===== src/rtl/vga_fb_pkg.sv =====
// ----------------------------------------------------------------------------
// vga_fb_pkg
// Shared types and defaults for the framebuffer arbiter slice.
//   fb_addr_t / fb_data_t : default-width framebuffer word address / data
//   owner_e               : owner tag carried alongside an in-flight read
//   FB_STARVE_LIMIT       : default host starvation limit
// ----------------------------------------------------------------------------
package vga_fb_pkg;

  localparam int unsigned FB_ADDR_W       = 16;
  localparam int unsigned FB_DATA_W       = 32;
  localparam int unsigned FB_STARVE_LIMIT = 8;

  typedef logic [FB_ADDR_W-1:0] fb_addr_t;
  typedef logic [FB_DATA_W-1:0] fb_data_t;

  typedef enum logic [1:0] {
    OwnNone = 2'd0,
    OwnHost = 2'd1,
    OwnDisp = 2'd2
  } owner_e;

endpackage : vga_fb_pkg


===== src/rtl/vga_fb_rd_tag_pipe.sv =====
// ----------------------------------------------------------------------------
// vga_fb_rd_tag_pipe
// Two-deep owner tag shift register. Stage 0 lines up with the registered RAM
// command, stage 1 lines up with the RAM read data, so the decoded rvalid
// strobes are high for exactly the one cycle the returning word is on the bus.
// Ports:
//   clk            clock
//   arst_n         synchronous active-low reset (clears both stages)
//   own_i          owner of the read accepted this cycle (OwnNone if none)
//   host_rvalid_o  read data on mem_rdata belongs to the host
//   disp_rvalid_o  read data on mem_rdata belongs to the display
// ----------------------------------------------------------------------------
module vga_fb_rd_tag_pipe
  import vga_fb_pkg::*;
(
  input  logic   clk,
  input  logic   arst_n,
  input  owner_e own_i,
  output logic   host_rvalid_o,
  output logic   disp_rvalid_o
);

  owner_e tag0_q, tag0_d;
  owner_e tag1_q, tag1_d;

  always_comb begin
    tag0_d = own_i;
    tag1_d = tag0_q;
  end

  always_ff @(posedge clk) begin
    if (!arst_n) begin
      tag0_q <= OwnNone;
      tag1_q <= OwnNone;
    end else begin
      tag0_q <= tag0_d;
      tag1_q <= tag1_d;
    end
  end

  assign host_rvalid_o = (tag1_q == OwnHost);
  assign disp_rvalid_o = (tag1_q == OwnDisp);

endmodule : vga_fb_rd_tag_pipe


===== src/rtl/vga_fb_arbiter.sv =====
// ----------------------------------------------------------------------------
// vga_fb_arbiter
// Shares one single-port synchronous framebuffer RAM between a read/write host
// port and a read-only display port. The display has fixed priority; a wait
// counter forces a host grant after STARVE_LIMIT consecutive host denials.
// The RAM command is registered and read data is tagged with its owner.
//
// Ports:
//   clk, arst_n                  clock, synchronous active-low reset
//   host_req_i/we_i/addr_i/wdata_i  host request (held until granted)
//   host_gnt_o                   host transfer accepted this cycle
//   host_rvalid_o/host_rdata_o   host read return (2 cycles after grant)
//   disp_req_i/disp_addr_i       display read request (held until granted)
//   disp_gnt_o                   display transfer accepted this cycle
//   disp_rvalid_o/disp_rdata_o   display read return (2 cycles after grant)
//   mem_en_o/we_o/addr_o/wdata_o registered RAM command
//   mem_rdata_i                  RAM read data, 1 cycle after mem_en_o
//
// Optional build macro VGA_FB_ARB_STATS_EN adds:
//   stats_clr_i                  synchronous clear of both counters
//   host_grant_cnt_o             number of host grants (wraps at 2^32)
//   host_stall_cnt_o             cycles with host_req_i && !host_gnt_o
// ----------------------------------------------------------------------------
module vga_fb_arbiter
  import vga_fb_pkg::*;
#(
  parameter int unsigned ADDR_W       = FB_ADDR_W,
  parameter int unsigned DATA_W       = FB_DATA_W,
  parameter int unsigned STARVE_LIMIT = FB_STARVE_LIMIT
) (
  input  logic              clk,
  input  logic              arst_n,
  input  logic              host_req_i,
  input  logic              host_we_i,
  input  logic [ADDR_W-1:0] host_addr_i,
  input  logic [DATA_W-1:0] host_wdata_i,
  output logic              host_gnt_o,
  output logic              host_rvalid_o,
  output logic [DATA_W-1:0] host_rdata_o,
  input  logic              disp_req_i,
  input  logic [ADDR_W-1:0] disp_addr_i,
  output logic              disp_gnt_o,
  output logic              disp_rvalid_o,
  output logic [DATA_W-1:0] disp_rdata_o,
`ifdef VGA_FB_ARB_STATS_EN
  input  logic              stats_clr_i,
  output logic [31:0]       host_grant_cnt_o,
  output logic [31:0]       host_stall_cnt_o,
`endif
  output logic              mem_en_o,
  output logic              mem_we_o,
  output logic [ADDR_W-1:0] mem_addr_o,
  output logic [DATA_W-1:0] mem_wdata_o,
  input  logic [DATA_W-1:0] mem_rdata_i
);

  localparam int unsigned WAIT_W = $clog2(STARVE_LIMIT + 1);
  localparam logic [WAIT_W-1:0] WAIT_MAX = WAIT_W'(STARVE_LIMIT);

  logic [WAIT_W-1:0] wait_cnt_q, wait_cnt_d;
  logic              host_forced;
  logic              host_gnt, disp_gnt;
  owner_e            rd_own;

  logic              mem_en_q,    mem_en_d;
  logic              mem_we_q,    mem_we_d;
  logic [ADDR_W-1:0] mem_addr_q,  mem_addr_d;
  logic [DATA_W-1:0] mem_wdata_q, mem_wdata_d;

  // --------------------------------------------------------------------------
  // Grant: display wins unless the host has been denied STARVE_LIMIT times in
  // a row, in which case the host takes this one slot.
  // --------------------------------------------------------------------------
  always_comb begin
    host_forced = host_req_i && (wait_cnt_q == WAIT_MAX);
    disp_gnt    = disp_req_i && !host_forced;
    host_gnt    = host_req_i && !disp_gnt;
  end

  // Counts consecutive denied host cycles; saturation is defensive, the
  // forced grant already clears it on reaching WAIT_MAX.
  always_comb begin
    wait_cnt_d = wait_cnt_q;
    if (!host_req_i || host_gnt) begin
      wait_cnt_d = '0;
    end else if (wait_cnt_q != WAIT_MAX) begin
      wait_cnt_d = wait_cnt_q + WAIT_W'(1);
    end
  end

  // --------------------------------------------------------------------------
  // Command stage. Address follows the winner; write data is only loaded on
  // a host write so the RAM data bus stays quiet during reads.
  // --------------------------------------------------------------------------
  always_comb begin
    mem_en_d    = host_gnt || disp_gnt;
    mem_we_d    = host_gnt && host_we_i;
    mem_addr_d  = mem_addr_q;
    mem_wdata_d = mem_wdata_q;
    if (disp_gnt) begin
      mem_addr_d = disp_addr_i;
    end else if (host_gnt) begin
      mem_addr_d = host_addr_i;
      if (host_we_i) begin
        mem_wdata_d = host_wdata_i;
      end
    end
  end

  always_ff @(posedge clk) begin
    if (!arst_n) begin
      wait_cnt_q  <= '0;
      mem_en_q    <= 1'b0;
      mem_we_q    <= 1'b0;
      mem_addr_q  <= '0;
      mem_wdata_q <= '0;
    end else begin
      wait_cnt_q  <= wait_cnt_d;
      mem_en_q    <= mem_en_d;
      mem_we_q    <= mem_we_d;
      mem_addr_q  <= mem_addr_d;
      mem_wdata_q <= mem_wdata_d;
    end
  end

  // --------------------------------------------------------------------------
  // Read owner tagging. Host writes carry no tag so they never raise rvalid.
  // --------------------------------------------------------------------------
  always_comb begin
    rd_own = OwnNone;
    if (disp_gnt) begin
      rd_own = OwnDisp;
    end else if (host_gnt && !host_we_i) begin
      rd_own = OwnHost;
    end
  end

  vga_fb_rd_tag_pipe u_tag_pipe (
    .clk           (clk),
    .arst_n        (arst_n),
    .own_i         (rd_own),
    .host_rvalid_o (host_rvalid_o),
    .disp_rvalid_o (disp_rvalid_o)
  );

`ifdef VGA_FB_ARB_STATS_EN
  logic [31:0] grant_cnt_q, grant_cnt_d;
  logic [31:0] stall_cnt_q, stall_cnt_d;

  always_comb begin
    grant_cnt_d = grant_cnt_q;
    stall_cnt_d = stall_cnt_q;
    if (stats_clr_i) begin
      grant_cnt_d = '0;
      stall_cnt_d = '0;
    end else begin
      if (host_gnt) begin
        grant_cnt_d = grant_cnt_q + 32'd1;
      end
      if (host_req_i && !host_gnt) begin
        stall_cnt_d = stall_cnt_q + 32'd1;
      end
    end
  end

  always_ff @(posedge clk) begin
    if (!arst_n) begin
      grant_cnt_q <= '0;
      stall_cnt_q <= '0;
    end else begin
      grant_cnt_q <= grant_cnt_d;
      stall_cnt_q <= stall_cnt_d;
    end
  end

  assign host_grant_cnt_o = grant_cnt_q;
  assign host_stall_cnt_o = stall_cnt_q;
`endif

  assign host_gnt_o   = host_gnt;
  assign disp_gnt_o   = disp_gnt;
  assign mem_en_o     = mem_en_q;
  assign mem_we_o     = mem_we_q;
  assign mem_addr_o   = mem_addr_q;
  assign mem_wdata_o  = mem_wdata_q;
  // Both read ports see the raw RAM bus; rvalid says whose word it is.
  assign host_rdata_o = mem_rdata_i;
  assign disp_rdata_o = mem_rdata_i;

endmodule : vga_fb_arbiter


===== config.mk =====
export PLATFORM = sky130hd
export DESIGN_NAME = vga_fb_arbiter
export DESIGN_NICKNAME = d
export VERILOG_FILES = /design/src/rtl/vga_fb_pkg.sv /design/src/rtl/vga_fb_rd_tag_pipe.sv /design/src/rtl/vga_fb_arbiter.sv
export SDC_FILE = /design/constraint.sdc
export NUM_CORES = 1
export LEC_CHECK = 0
export ABC_AREA = 1
export CORE_MARGIN = 3
export CORE_UTILIZATION = 35
export DETAILED_ROUTE_END_ITERATION = 6
export MAX_ROUTING_LAYER = met4
export PLACE_DENSITY = 0.8
export SLEW_MARGIN = 10
export SYNTH_ARGS = -nofsm -noshare
export SYNTH_HDL_FRONTEND = slang
export SYNTH_SLANG_ARGS = --single-unit

===== constraint.sdc =====
create_clock -name clk -period 1.89 [get_ports clk]
set_clock_uncertainty 0.2 [all_clocks]
set_input_delay 0.2835 -clock clk [delete_from_list [all_inputs] [get_ports clk]]
set_output_delay 0.2835 -clock clk [all_outputs]
set_load 0.1 [all_outputs]

== Yosys cells after proc, flatten, opt, wreduce, memory -nomap -nowiden ==
Cells that the tools add are included.

* Add/subtract/negate cells: 1
* Eq/ne operators: 4
* Multiplexer cells: 4
* Bitwise logic cells: 2
* Reduce and logical (&&, ||, !) cells: 15

{| class="wikitable"
|+ Operator list
! kind !! count
|-
| 16-bit two-way mux || 2
|-
| 1-bit logical AND || 5
|-
| 4-bit by 1-bit adder with 4-bit output, second input constant || 1
|-
| 4-bit equality test, second input constant || 1
|-
| 1-bit zero test || 4
|-
| 4-bit inequality test, second input constant || 1
|-
| 2-bit OR reduction || 2
|-
| 3-bit AND reduction || 1
|-
| 2-bit by 1-bit equality test with 1-bit output, second input constant || 1
|-
| 2-bit equality test, second input constant || 1
|-
| 1-bit logical OR || 2
|-
| 2-bit two-way mux || 1
|-
| 1-bit NOT || 2
|-
| 2-bit nonzero test || 1
|-
| 1-bit two-way mux || 1
|}

* Bits in registers: 58
* Input port bits: 101
* Output and inout port bits: 118
* Logic and storage cells: 34

== Depth between registers and ports, before layout ==
Gate-level depths: netlist (run 1).

* Depth after elaboration: 9
* Gate-level depth with buffers: 9
* Mapped depth without buffers: 8

== Modules after synthesis ==
Synthesis (run 1) repeated with hierarchy kept, for this count alone.

* Cell total of the unflattened synthesis: 469
* Area total of the unflattened synthesis: 3148.0 µm²

{| class="wikitable"
|+ Modules (own cells, without submodules)
! module !! instances !! cells an instance !! area each (µm²) !! sequential area each (µm²)
|-
| vga_fb_arbiter || 1 || 453 || 3022.9 || 1081.0
|-
| vga_fb_rd_tag_pipe || 1 || 16 || 125.1 || 80.1
|}

== Least setup slack after synthesis (run 1) ==
No wires, ideal clock.

* Path type: flip-flop to output port
* Start: register u_tag_pipe.tag1_q[1]
* End: output disp_rvalid_o
* Data arrival time: 1600 ps
* Data required time: 1406 ps
* Slack: -193 ps
* Stages on the path, launching flop included: 3
* Path buffers: 0
* Path through: dfxtp_1 > inv_1 > nor2_1

* Cells in the longest elaborated chain, start to end: 1

{| class="wikitable"
|+ RTL lines
! element !! line !! text
|-
| start, declared || vga_fb_rd_tag_pipe.sv:24 || <nowiki>owner_e tag1_q, tag1_d;</nowiki>
|-
| start signal, assigned || vga_fb_rd_tag_pipe.sv:34 || <nowiki>tag1_q <= OwnNone;</nowiki>
|-
| start signal, assigned || vga_fb_rd_tag_pipe.sv:37 || <nowiki>tag1_q <= tag1_d;</nowiki>
|-
| 2-bit equality test || vga_fb_rd_tag_pipe.sv:42 || <nowiki>assign disp_rvalid_o = (tag1_q == OwnDisp);</nowiki>
|-
| end, declared || vga_fb_arbiter.sv:43 || <nowiki>output logic disp_rvalid_o,</nowiki>
|}

No other way between the ends.

== Worst setup path in the final report (run 1) ==
* Start: register wait_cnt_q[1]
* End: output disp_gnt_o

* Cells in the longest elaborated chain, start to end: 4

{| class="wikitable"
|+ RTL lines
! element !! line !! text
|-
| start, declared || vga_fb_arbiter.sv:60 || <nowiki>logic [WAIT_W-1:0] wait_cnt_q, wait_cnt_d;</nowiki>
|-
| start signal, assigned || vga_fb_arbiter.sv:118 || <nowiki>wait_cnt_q <= wait_cnt_d;</nowiki>
|-
| 4-bit equality test || vga_fb_arbiter.sv:75 || <nowiki>host_forced = host_req_i && (wait_cnt_q == WAIT_MAX);</nowiki>
|-
| 1-bit logical AND || vga_fb_arbiter.sv:75 ||
|-
| 1-bit zero test || vga_fb_arbiter.sv:76 || <nowiki>disp_gnt = disp_req_i && !host_forced;</nowiki>
|-
| 1-bit logical AND || vga_fb_arbiter.sv:76 ||
|-
| end, declared || vga_fb_arbiter.sv:42 || <nowiki>output logic disp_gnt_o,</nowiki>
|}

No other way between the ends.

==> flow_summary.yaml, run 1 <==
synthesis:
  ys_types: 19
  yosysMostFrequentCell: "nand2_1"
  yosysTopAreaCell: "dfxtp_1"
  postSynthCellCount: 467
  synth.yosys.warnings: 0
  synth_area_leaders: "dfxtp_1 (37%), buf_4 (17%), nand2_1 (11%), nor2_1 (8.7%), a21oi_1 (8.0%)"
  synth_fp_nets: 570
  yosysSeqAreaShare_pct: 37.0
  async_reset_ff_share_pct: 0
  ys_ff_latch: 58
  syn_area_sq_um: 3130
  synth-main-ff-cell: "dfxtp_1"
  synth_top_area_share_pct: 37.0
  synth_common_cells: "nand2_1 (89), nor2_1 (73), buf_4 (69)"
  synth_edf_count: 0
  synth_area_per_cell_sq_um: 6.71
clock_network:
  htree_levels: 3
  cts_buffer_depth: 2
  clock-sinks: 58
  hold_buffers: 0
  clk_pin_slew_ns: 0.07
  cts_tree: "built"
  numCtsBuffers: 9
  clock-root-buffer: "clkbuf_8"
  clk_latency_ns: 0.32
global_routing:
  grt_pass1_vias: 2814
  antenna_found_initial: 0
  grt_overflow: 0
  grt_pass1_wl_um: 13000
  track_usage_pct: 16.2
  grt_max_degree: 67
critical_path:
  crit_fanout: 3
  crit_path_cell_trace: "inv_2 > ha_4 > nand4_1 > nand2_2 > clkinvlp_4 > buf_12"
  crit_required_ns: 1.41
  cp.buffers_inverters: 3
  endpoint_kind: "output pin"
  critPathKind: "reg -> out"
  start_kind: "flip-flop"
  critPathArrivalTime_ns: 1.41
  cp_slowest_cell: "dfxtp_2"
  critPathTopFamily: "buffers and inverters"
  cp_slowest_stage_delay_ns: 0.33
placed_design:
  place_congestion: 0.800
  place_hpwl_um: 5890
  portBuffers: 122
layout:
  seqCellArea_sq_um: 1160
  syn2layout_area_growth_pct: 54.7
  fillers: 765
  final_nets: 628
  multiInputGateArea_sq_um: 1210
  utilization_pct: 57.3
  layout-drive-gt1-share_pct: 19.1
  diodes: 0
outcome:
  violations: "negative setup slack"
  status: "finished, violations left"
power:
  ir_drop_v: 0.000516
  p_leak_nw: 2.18
  powerDensity_nw_per_um2: 771
sta:
  rsz0062_at_grt: "true"
  worstMarginPinSlew_ns: 0.304
  finalSetupTns_ns: -0.00741
  finalSetupViolCount: 1
  hold_viol: 0
  slew_violations: 0
  slew_headroom_pct: 79.7
  min_period_ns: 1.90
  fin_ws_ns: -0.00741
  fin_crit_sh_pct: 100
  fmax_mhz: 527
  whs_ns: 0.220
floorplanning:
  die_w_um: 101
  num_io_pins: 219
  start_util_pct: 37.0
  std_cell_rows: 33
  fp.coreArea_sq_um: 8460
  die_area_sq_um: 10100
  die_h_um: 101
routing:
  drt-total-wl_um: 7960
  drc: 0
  vias: 2909
  avgRoutedWirePerCell_um: 12.5
  postRouteAntennaNets: 0
  drt_iter0_drc: 101
  first_pass_iters: 5
  viasPerCell: 4.58
min_path:
  hp-class: "reg -> reg"
flow_run:
  cap_violations: 0
final timing paths:
check	start	endpoint	slack [ns]	depth (start not counted)
min	u_tag_pipe.tag0_q[1]$_SDFF_PN0_	u_tag_pipe.tag1_q[1]$_SDFF_PN0_	0.22	2
max	wait_cnt_q[1]$_SDFFE_PP0P_	disp_gnt_o	-0.007	6
min reg2reg	u_tag_pipe.tag0_q[1]$_SDFF_PN0_	u_tag_pipe.tag1_q[1]$_SDFF_PN0_	0.22	2
max reg2reg	wait_cnt_q[1]$_SDFFE_PP0P_	mem_wdata_o[24]$_SDFFE_PN0P_	0.14	9
metal layers:
metal | global-route usage (%) | routed length, um | vias to the layer above
met4 | 7.05 | 136 | 0
met2 | 26.5 | 4070 | 87
met1 | 18.8 | 3230 | 1308
li1 | - | - | 1494
met5 | - | 0 | -
met3 | 3.94 | 528 | 20
power by group:
part	internal [mW]	switching [mW]	total (mW)
sequential	1.29	0.0660	1.35
clock	0.739	0.493	1.23
combinational	0.468	0.685	1.15
logic make-up after synthesis:
kind of cell	Yosys count	synth area share (%)
xor+xnor	1	0.279
buf+inv	138	25.2
flops	58	37.0
fa+ha+maj	2	0.798
compound gates	53	8.58
simple gates	215	28.1
flip-flops by register name, summed over array words and instances, names as in the netlist:
| signal | cells |
|---|---|
| wait_cnt_q | 4 |
| mem_we_o | 1 |
| mem_addr_o | 16 |
| u_tag_pipe.tag0_q | 2 |
| mem_en_o | 1 |
| u_tag_pipe.tag1_q | 2 |
| mem_wdata_o | 32 |
cells in the final DEF (no fill, tap or decap):
master,instances
a21oi_1,50
a21oi_4,1
buf_12,59
buf_2,1
buf_4,14
bufinv_16,2
clkbuf_8,9
clkdlybuf4s50_1,67
clkinv_2,2
clkinv_4,1
clkinvlp_4,3
dfxtp_1,56
dfxtp_2,2
ha_1,1
ha_4,1
inv_1,40
inv_2,3
nand2_1,88
nand2_2,1
nand3_1,49
nand3_2,1
nand4_1,1
nor2_1,73
nor2_2,1
nor3_1,1
o21ai_0,2
xor2_1,1
worst min-delay path: stages, from the launching register on:
cell and delay [ns]:
dfxtp_1 0.31, nand2_1 0.05, inv_1 0.04
through the flow:
step / setup slack [ns] / cells / instance area, sq um / power, mW
finish: -0.00741 / 635 / 4850 / 3.74
global route: -0.0891 / 635 / 4850 / 3.91
CTS: -0.000291 / 635 / 4850 / 3.79
detailed placement: -0.0354 / 613 / 4570 / 2.53
global placement: 0.0112 / 613 / 4570 / 2.51
floorplan: -0.193 / 467 / 3140 / 2.66
what timing repair did:
item,in CTS,in global routing
buffers inserted,6,1
endpoints found under the setup margin,2,6
cloned,0,0
pin swaps,4,1
resized for setup,7,0
final cells by class:
type | instances | share of cell area (%)
Clock inverter | 7 | 1.93
Inverter | 44 | 3.48
Sequential cell | 58 | 24.0
Timing Repair Buffer | 141 | 40.5
Multi-Input combinational cell | 271 | 24.9
Tap cell | 105 | 2.71
Clock buffer | 9 | 2.55
Power figures use the tool's default switching activity.
==> inputs of run 2 (changes only) <==
- GPL_TIMING_DRIVEN: unset -> 0
==> run 2 against run 1 <==
  * Maximum frequency is 4.2% lower
  * Routed wire length is 22% higher
  * Critical endpoint is now host_gnt_o
  * Power is 20% higher
  * Clock-buffer cell count is 2 higher
  * Flip-flop and latch count stayed put
  * Highest routed layer unchanged
  * Cell count is 23% higher
  * The flow still finishes with violations (negative setup slack)
  * Via count is 23% higher
==> flow_summary.yaml, run 2 (synthesis results as in run 1) <==
critical_path:
  critPathArrivalTime_ns: 1.50
  cp_slowest_cell: "dfxtp_2"
  crit_path_cell_trace: "inv_2 > ha_4 > nand3_4 > a21oi_4 > buf_6 > buf_8 > buf_12"
  crit_required_ns: 1.41
  critPathKind: "reg -> out"
  cp.buffers_inverters: 4
  r2r_end: "mem_wdata_o[2]$_SDFFE_PN0P_"
  start_kind: "flip-flop"
  crit_fanout: 4
  cp_slowest_stage_delay_ns: 0.33
  r2r_cells: 10
  endpoint_kind: "output pin"
  rrSetupSlack_ns: 0.13
  critPathTopFamily: "buffers and inverters"
  worstReg2RegStart: "wait_cnt_q[0]$_SDFFE_PP0P_"
sta:
  rsz0062_at_grt: "true"
  fin_ws_ns: -0.0910
  hold_viol: 0
  slew_violations: 0
  min_period_ns: 1.98
  finalSetupViolCount: 1
  worstMarginPinSlew_ns: 0.981
  slew_headroom_pct: 34.9
  fin_crit_sh_pct: 105
  finalSetupTns_ns: -0.0910
  fmax_mhz: 505
routing:
  vias: 3566
  drc: 0
  first_pass_iters: 4
  viasPerCell: 4.55
  avgRoutedWirePerCell_um: 12.4
  drt-total-wl_um: 9690
  drt_iter0_drc: 131
  postRouteAntennaNets: 0
clock_network:
  hold_buffers: 0
  clock-sinks: 58
  cts_buffer_depth: 2
  clk_pin_slew_ns: 0.07
  numCtsBuffers: 9
  htree_levels: 3
  clk_latency_ns: 0.33
  cts_tree: "built"
  clock-root-buffer: "clkbuf_8"
floorplanning:
  fp.coreArea_sq_um: 8460
  std_cell_rows: 33
  start_util_pct: 37.0
  num_io_pins: 219
  die_area_sq_um: 10100
  die_w_um: 101
  die_h_um: 101
global_routing:
  grt_overflow: 0
  grt_max_degree: 11
  grt_pass1_vias: 3245
  antenna_found_initial: 0
  grt_pass1_wl_um: 14800
  track_usage_pct: 18.6
power:
  powerDensity_nw_per_um2: 806
  fin_total_pwr_mw: 4.47
  ir_drop_v: 0.000458
  p_leak_nw: 2.67
placed_design:
  portBuffers: 183
  place_congestion: 0.832
  dpl.cell_count: 755
  place_hpwl_um: 7420
  placed_cell_area_sq_um: 5100
min_path:
  hold_end: "mem_wdata_o[20]$_SDFFE_PN0P_"
  whs_path_depth: 3
  hp-class: "in -> reg"
  hold_start: "arst_n"
layout:
  layout-drive-gt1-share_pct: 25.5
  layout_commonest_cell: "nand2_1"
  final_area_sq_um: 5550
  most-common-layout-cells: "nand2_1 (88), buf_4 (77), nor2_1 (73)"
  fillers: 705
  utilization_pct: 65.6
  seqCellArea_sq_um: 1160
  multiInputGateArea_sq_um: 1220
  final_nets: 776
  fin_cells: 783
  largest_reg_flops: 32
  syn2layout_area_growth_pct: 77.0
  diodes: 0
outcome:
  violations: "negative setup slack"
  status: "finished, violations left"
flow_run:
  cap_violations: 0
-- run 2: cell count changes in the layout (fill, tap and decap cells not counted), sizes merged, moves of 2 or more --
cell / before / now
clkdlybuf4s50: 67 / 64
dlygate4sd2: 0 / 64
clkbuf: 9 / 23
buf: 74 / 96
clkdlybuf4s15: 0 / 52
clkinvlp: 3 / 1
-- run 2: metal layers --
layer | track usage, % | wire length (um) | vias up | part of all wire, %
met3 | 4.08 | 814 | 12 | 8.4
met1 | 21.5 | 3830 | 1615 | 40
met5 | - | 0 | - | 0
met2 | 31.7 | 4880 | 145 | 50
li1 | - | - | 1794 | -
met4 | 6.42 | 163 | 0 | 1.7
-- run 2: report_power, final --
group / internal (mW) / total (mW) / switching, mW
clock: 0.943 / 1.43 / 0.489
combinational: 0.460 / 1.72 / 1.26
sequential: 1.29 / 1.32 / 0.0331
-- run 2: stage by stage --
| step | hold slack [ns] | worst slack [ns] |
|---|---|---|
| finish | 0.0528 | -0.0910 |
| detailed placement | 0.199 | -1.09 |
| global placement | 0.203 | -1.08 |
| global route | 0.0577 | -0.168 |
| floorplan | 0.190 | -0.193 |
| CTS | 0.0378 | -0.172 |
-- run 2: worst max path at each step --
stage,start,endpoint,slack [ns],cells after the start
floorplan,u_tag_pipe.tag1_q[1]$_SDFF_PN0_,disp_rvalid_o,-0.19,2
global placement,host_req_i,host_gnt_o,-1.08,6
detailed placement,host_req_i,host_gnt_o,-1.09,6
CTS,wait_cnt_q[0]$_SDFFE_PP0P_,host_gnt_o,-0.17,7
global route,wait_cnt_q[0]$_SDFFE_PP0P_,host_gnt_o,-0.17,7
finish,wait_cnt_q[0]$_SDFFE_PP0P_,host_gnt_o,-0.09,7
-- run 2: layout make-up --
| type | instances | share of cell area, % |
|---|---|---|
| Multi-Input combinational cell | 271 | 22.0 |
| Clock buffer | 11 | 2.73 |
| Timing Repair Buffer | 195 | 35.2 |
| Inverter | 44 | 3.04 |
| Clock inverter | 5 | 1.80 |
| Tap cell | 105 | 2.37 |
| Sequential cell | 58 | 21.0 |
| Buffer | 94 | 12.0 |
-- run 2: timing repair --
item                                    CTS  global route
endpoints found under the setup margin  118            17
pin swaps                                 5             4
buffers inserted                          9             3
gates cloned                              0             1
gates resized for setup                 252            13
-- run 2: tightest hold or removal path: stages --
cell     delay, ns
buf_2         0.15
nand2_1       0.08
nor2_1        0.03
==> inputs of run 3 (changes only) <==
- PLACE_DENSITY: 0.8 -> 0.79
==> run 3 against run 2 <==
  * The flow still finishes with violations (negative setup slack)
  * Power shrank 6.5%
  * Non-clock buffer count shrank 1
  * Worst setup slack lost 0.040 ns
  * Global-route usage grew 0.74 points
  * Cell count shrank 0.13%
  * Largest cell class unchanged
  * Routed wire length grew 3.9%
  * Register-to-register slack is essentially flat
  * Critical path type unchanged
==> flow_summary.yaml, run 3 (synthesis results as in run 1) <==
critical_path:
  critPathKind: "reg -> out"
  critPathTopFamily: "buffers and inverters"
  crit_fanout: 5
  cp_slowest_cell: "dfxtp_2"
  endpoint_kind: "output pin"
  cp_slowest_stage_delay_ns: 0.33
  crit_required_ns: 1.41
  critPathArrivalTime_ns: 1.54
  cp.buffers_inverters: 4
  start_kind: "flip-flop"
  crit_path_cell_trace: "inv_2 > ha_4 > nand3_4 > a21oi_4 > buf_6 > buf_8 > buf_12"
global_routing:
  antenna_found_initial: 0
  grt_pass1_vias: 3322
  grt_overflow: 0
  grt_max_degree: 11
  grt_pass1_wl_um: 15300
  track_usage_pct: 19.3
placed_design:
  portBuffers: 183
  place_hpwl_um: 7650
  placed_cell_area_sq_um: 5100
  place_congestion: 0.835
  dpl.cell_count: 755
sta:
  slew_headroom_pct: 35.1
  worstMarginPinSlew_ns: 0.978
  min_period_ns: 2.02
  fin_crit_sh_pct: 107
  slew_violations: 0
  fin_ws_ns: -0.131
  whs_ns: 0.0492
  hold_viol: 0
  finalSetupViolCount: 2
  rsz0062_at_grt: "true"
  fmax_mhz: 495
routing:
  postRouteAntennaNets: 0
  avgRoutedWirePerCell_um: 12.9
  drt-total-wl_um: 10100
  first_pass_iters: 4
  drt_iter0_drc: 100
  drc: 0
  viasPerCell: 4.54
  vias: 3554
clock_network:
  clk_latency_ns: 0.32
  clk_pin_slew_ns: 0.06
  cts_tree: "built"
  numCtsBuffers: 9
  htree_levels: 3
  clock-root-buffer: "clkbuf_8"
  cts_buffer_depth: 2
  clock-sinks: 58
  hold_buffers: 0
floorplanning:
  start_util_pct: 37.0
  die_area_sq_um: 10100
  num_io_pins: 219
  die_h_um: 101
  std_cell_rows: 33
  die_w_um: 101
  fp.coreArea_sq_um: 8460
outcome:
  violations: "negative setup slack"
  status: "finished, violations left"
layout:
  fin_cells: 782
  final_nets: 775
  layout-drive-gt1-share_pct: 25.3
  utilization_pct: 64.8
  diodes: 0
  final_area_sq_um: 5490
  layout_commonest_cell: "nand2_1"
  most-common-layout-cells: "nand2_1 (88), buf_4 (77), nor2_1 (72)"
  syn2layout_area_growth_pct: 75.0
  largest_reg_flops: 32
min_path:
  hp-class: "in -> reg"
flow_run:
  cap_violations: 0
power:
  p_leak_nw: 2.63
  fin_total_pwr_mw: 4.18
  ir_drop_v: 0.000438
  powerDensity_nw_per_um2: 763
run 3: cell count changes in the layout (fill, tap and decap cells not counted), sizes merged:
| cell | delta |
|---|---|
| clkbuf | +3 |
| bufinv | -2 |
| buf | -1 |
| clkdlybuf4s15 | -1 |
| clkdlybuf4s18 | +1 |
| clkdlybuf4s50 | +1 |
| clkinv | -1 |
| dlymetal6s2s | -1 |
run 3: final cells by class:
| type | instances | area (sq um) |
|---|---|---|
| Timing Repair Buffer | 194 | 1940 |
| Buffer | 94 | 663 |
| Clock inverter | 2 | 35.0 |
| Clock buffer | 14 | 163 |
| Multi-Input combinational cell | 271 | 1220 |
| Inverter | 44 | 169 |
| Sequential cell | 58 | 1160 |
| Tap cell | 105 | 131 |
| Fill cell | 752 | 2980 |
run 3: final timing paths:
check                                  startpoint                              end  slack [ns]  cells after the start
setup / recovery       wait_cnt_q[0]$_SDFFE_PP0P_                       host_gnt_o       -0.13                      7
hold / removal                             arst_n     mem_wdata_o[18]$_SDFFE_PN0P_        0.05                      3
setup reg to reg       wait_cnt_q[0]$_SDFFE_PP0P_      mem_wdata_o[4]$_SDFFE_PN0P_        0.12                     10
hold reg to reg   u_tag_pipe.tag0_q[0]$_SDFF_PP0_  u_tag_pipe.tag1_q[0]$_SDFF_PN0_        0.22                      2
run 3: tightest hold or removal path, stage by stage:
cell and delay, ns:
buf_2 0.14, nand2_1 0.07, nor2_1 0.03
run 3: routing by layer:
metal  up-vias  part of all wire [%]  track usage, %
li1       1791                     -               -
met1      1594                    38            21.4
met2       157                    53            33.8
met3        12                   8.4            4.36
met4         0                   1.3            7.15
met5         -                     0               -
run 3: where the power goes:
part / leakage (nW) / total [mW] / switching (mW) / internal (mW)
clock: 0.101 / 1.14 / 0.458 / 0.681
sequential: 0.477 / 1.32 / 0.0338 / 1.29
combinational: 2.05 / 1.72 / 1.26 / 0.459
total: 2.63 / 4.18 / 1.76 / 2.43
run 3: what timing repair did:
| item | CTS | global route |
|---|---|---|
| cloned | 0 | 1 |
| setup endpoints to repair | 118 | 20 |
| resized for setup | 252 | 14 |
| buffers inserted | 5 | 7 |
| pin swaps | 5 | 6 |
run 3: stage by stage:
step	TNS [ns]	setup WS, ns
final	-0.186	-0.131
after global routing	-0.380	-0.221
after CTS	-0.244	-0.201
after detailed placement	-12.28	-1.10
after global placement	-11.78	-1.08
after floorplan	-0.386	-0.193
==> patch (config.mk and constraints of run 2) <==
`mem_addr_q` and `mem_wdata_q` no longer have a reset.
--- a/src/rtl/vga_fb_arbiter.sv
+++ b/src/rtl/vga_fb_arbiter.sv
@@ -112,15 +112,16 @@
       wait_cnt_q  <= '0;
       mem_en_q    <= 1'b0;
       mem_we_q    <= 1'b0;
-      mem_addr_q  <= '0;
-      mem_wdata_q <= '0;
     end else begin
       wait_cnt_q  <= wait_cnt_d;
       mem_en_q    <= mem_en_d;
       mem_we_q    <= mem_we_d;
-      mem_addr_q  <= mem_addr_d;
-      mem_wdata_q <= mem_wdata_d;
     end
+  end
+
+  always_ff @(posedge clk) begin
+    mem_addr_q  <= mem_addr_d;
+    mem_wdata_q <= mem_wdata_d;
   end
 
   // --------------------------------------------------------------------------
Formal check against the unedited RTL: not equivalent (a bounded check fails within 4 cycles, from zero or initial values and one cycle with arst_n low).
==> patch against run 2 <==
The run still ends with setup timing left; worst setup slack got worse by 0.020 ns; count of clock-buffer cells in the layout is 1 lower; routed wire length shrank 21%; synthesized area down 19%; largest power group unchanged; sequential cell count stayed put; sequential share of layout area is 13 points higher; first-iteration DRC count shrank 66%; total power is 9.1% lower; final area fell by 12%; critical path type unchanged.
==> patch: results (changes against run 2) <==
\begin{tabular}{lr}
\hline
Metric & Value \\
\hline
\multicolumn{2}{l}{\textbf{Power}} \\
\quad Peak supply drop & 0.000423 V (was 0.000458 V) \\
\quad Leakage component of the power & 2.13 nW (was 2.67 nW) \\
\multicolumn{2}{l}{\textbf{Drt}} \\
\quad First-pass iteration count of the detailed router & 4 (unchanged) \\
\quad Average wire per cell in the routed design & 14.6 µm (was 12.4 µm) \\
\quad Wire length reported by the detailed router & 7.69 mm (was 9.69 mm) \\
\quad First-iteration detailed-routing DRC count & 44 (was 131) \\
\quad Count of vias placed by the detailed router & 2160 (was 3566) \\
\multicolumn{2}{l}{\textbf{Timing}} \\
\quad Remaining max-slew budget at the tightest pin & 34.0\% (was 34.9\%) \\
\quad Worst setup margin & -0.111 ns (was -0.0910 ns) \\
\quad Final setup violation count & 2 (was 1) \\
\quad Total Neg Setup Slack & -0.196 ns (was -0.0910 ns) \\
\multicolumn{2}{l}{\textbf{Critical path}} \\
\quad Worst Path Max Fanout & 10 (was 4) \\
\quad Worst EP arrival & 1.52 ns (was 1.50 ns) \\
\multicolumn{2}{l}{\textbf{Place}} \\
\quad Number of placed cells counting well taps & 499 (was 755) \\
\quad Area after DPL & 0.00459 mm² (was 0.00510 mm²) \\
\quad Hpwl dp & 6.20 mm (was 7.42 mm) \\
\quad Weighted congestion at the end of routability-driven global placement & 0.779 (was 0.832) \\
\quad Minimum setup slack after placement & -1.01 ns (was -1.09 ns) \\
\multicolumn{2}{l}{\textbf{Min path}} \\
\quad Hold Crit Class & reg -> reg (was in -> reg) \\
\multicolumn{2}{l}{\textbf{Outcome}} \\
\quad Violated checks & setup timing (unchanged) \\
\quad Status & finished, violations left (unchanged) \\
\multicolumn{2}{l}{\textbf{Synthesis}} \\
\quad Share of the yosys chip area belonging to registers & 64.3\% (was 37.0\%) \\
\quad Distinct cell type count of the synthesized netlist & 17 (was 19) \\
\quad Synth area leaders & sky130\_fd\_sc\_hd\_\_edfxtp\_1, sky130\_fd\_sc\_hd\_\_buf\_4, sky130\_fd\_sc\_hd\_\_nand2\_1, sky130\_fd\_sc\_hd\_\_dfxtp\_1, sky130\_fd\_sc\_hd\_\_inv\_1 (was sky130\_fd\_sc\_hd\_\_dfxtp\_1, sky130\_fd\_sc\_hd\_\_buf\_4, sky130\_fd\_sc\_hd\_\_nand2\_1, sky130\_fd\_sc\_hd\_\_nor2\_1, sky130\_fd\_sc\_hd\_\_a21oi\_1) \\
\quad Top flip-flop cell by instance count after synthesis & sky130\_fd\_sc\_hd\_\_edfxtp\_1 (was sky130\_fd\_sc\_hd\_\_dfxtp\_1) \\
\quad Mapped Nets & 320 (was 570) \\
\quad Number of synthesized flops with an enable pin & 48 (was 0) \\
\multicolumn{2}{l}{\textbf{Global route}} \\
\quad First-pass GRT wire length & 11.6 mm (was 14.8 mm) \\
\quad Overall routing resource usage & 18.9\% (was 18.6\%) \\
\multicolumn{2}{l}{\textbf{Layout}} \\
\quad Layout filler cell count & 498 (was 705) \\
\hline
\end{tabular}
-- patch: cell count changes in the layout (fill, tap and decap cells not counted), sizes merged, moves of 3 or more --
cell,before,now
nand3,50,3
clkbuf,23,10
buf,96,80
inv,43,10
nand2,89,61
a21oi,51,4
dfxtp,58,10
edfxtp,0,48
clkdlybuf4s50,64,68
nor2,74,8
clkinvlp,1,4
-- patch: final timing paths --
| path | cells after the start | from | slack, ns | end |
|---|---|---|---|---|
| worst max-delay path | 8 | wait_cnt_q[0] | -0.11 | disp_gnt_o |
| worst min register to register | 2 | u_tag_pipe.tag0_q[1] | 0.22 | u_tag_pipe.tag1_q[1] |
| worst min-delay path | 2 | u_tag_pipe.tag0_q[1] | 0.22 | u_tag_pipe.tag1_q[1] |
| worst max register to register | 7 | wait_cnt_q[0] | 0.05 | mem_wdata_o[26] |
-- patch: per-layer routing --
metal	vias up	routed length (µm)	track usage, %
met1	957	2760	18.8
li1	1051	-	-
met5	-	0	-
met4	0	155	6.28
met2	139	4080	33.3
met3	13	696	7.87
-- patch: tightest hold or removal path: stages, from the launching register on --
cell and delay, ns:
sky130_fd_sc_hd__dfxtp_1 0.31, sky130_fd_sc_hd__nand2_1 0.05, sky130_fd_sc_hd__inv_1 0.04
-- patch: repair_timing --
item	CTS	global route
buffers inserted	4	7
resized for setup	244	4
endpoints found under the setup margin	166	18
pin swaps	1	2
cloned	1	0
-- patch: cell families (layout without fill, tap and decap cells) --
kind of cell	after synthesis	in the layout	synth area share, %
compound gates	4	4	0.785
flops	58	58	64.3
xor+xnor	1	1	0.343
simple gates	74	74	11.4
buf+inv	78	291	22.1
fa+ha+maj	2	2	0.981
-- patch: layout make-up --
cell class | instances | area [µm²] | share of cell area (%)
Buffer | 66 | 512 | 10.5
Clock buffer | 10 | 128 | 2.62
Clock inverter | 6 | 57.6 | 1.18
Inverter | 11 | 52.6 | 1.08
Multi-Input combinational cell | 81 | 405 | 8.32
Sequential cell | 58 | 1640 | 33.7
Tap cell | 96 | 120 | 2.46
Timing Repair Buffer | 197 | 1950 | 39.9
Timing Repair inverter | 1 | 7.51 | 0.154
-- patch: power breakdown --
group          internal, mW  switching, mW  leakage [nW]
combinational         0.390           1.14          1.50
clock                 0.597          0.457        0.0874
sequential             1.46         0.0178         0.541
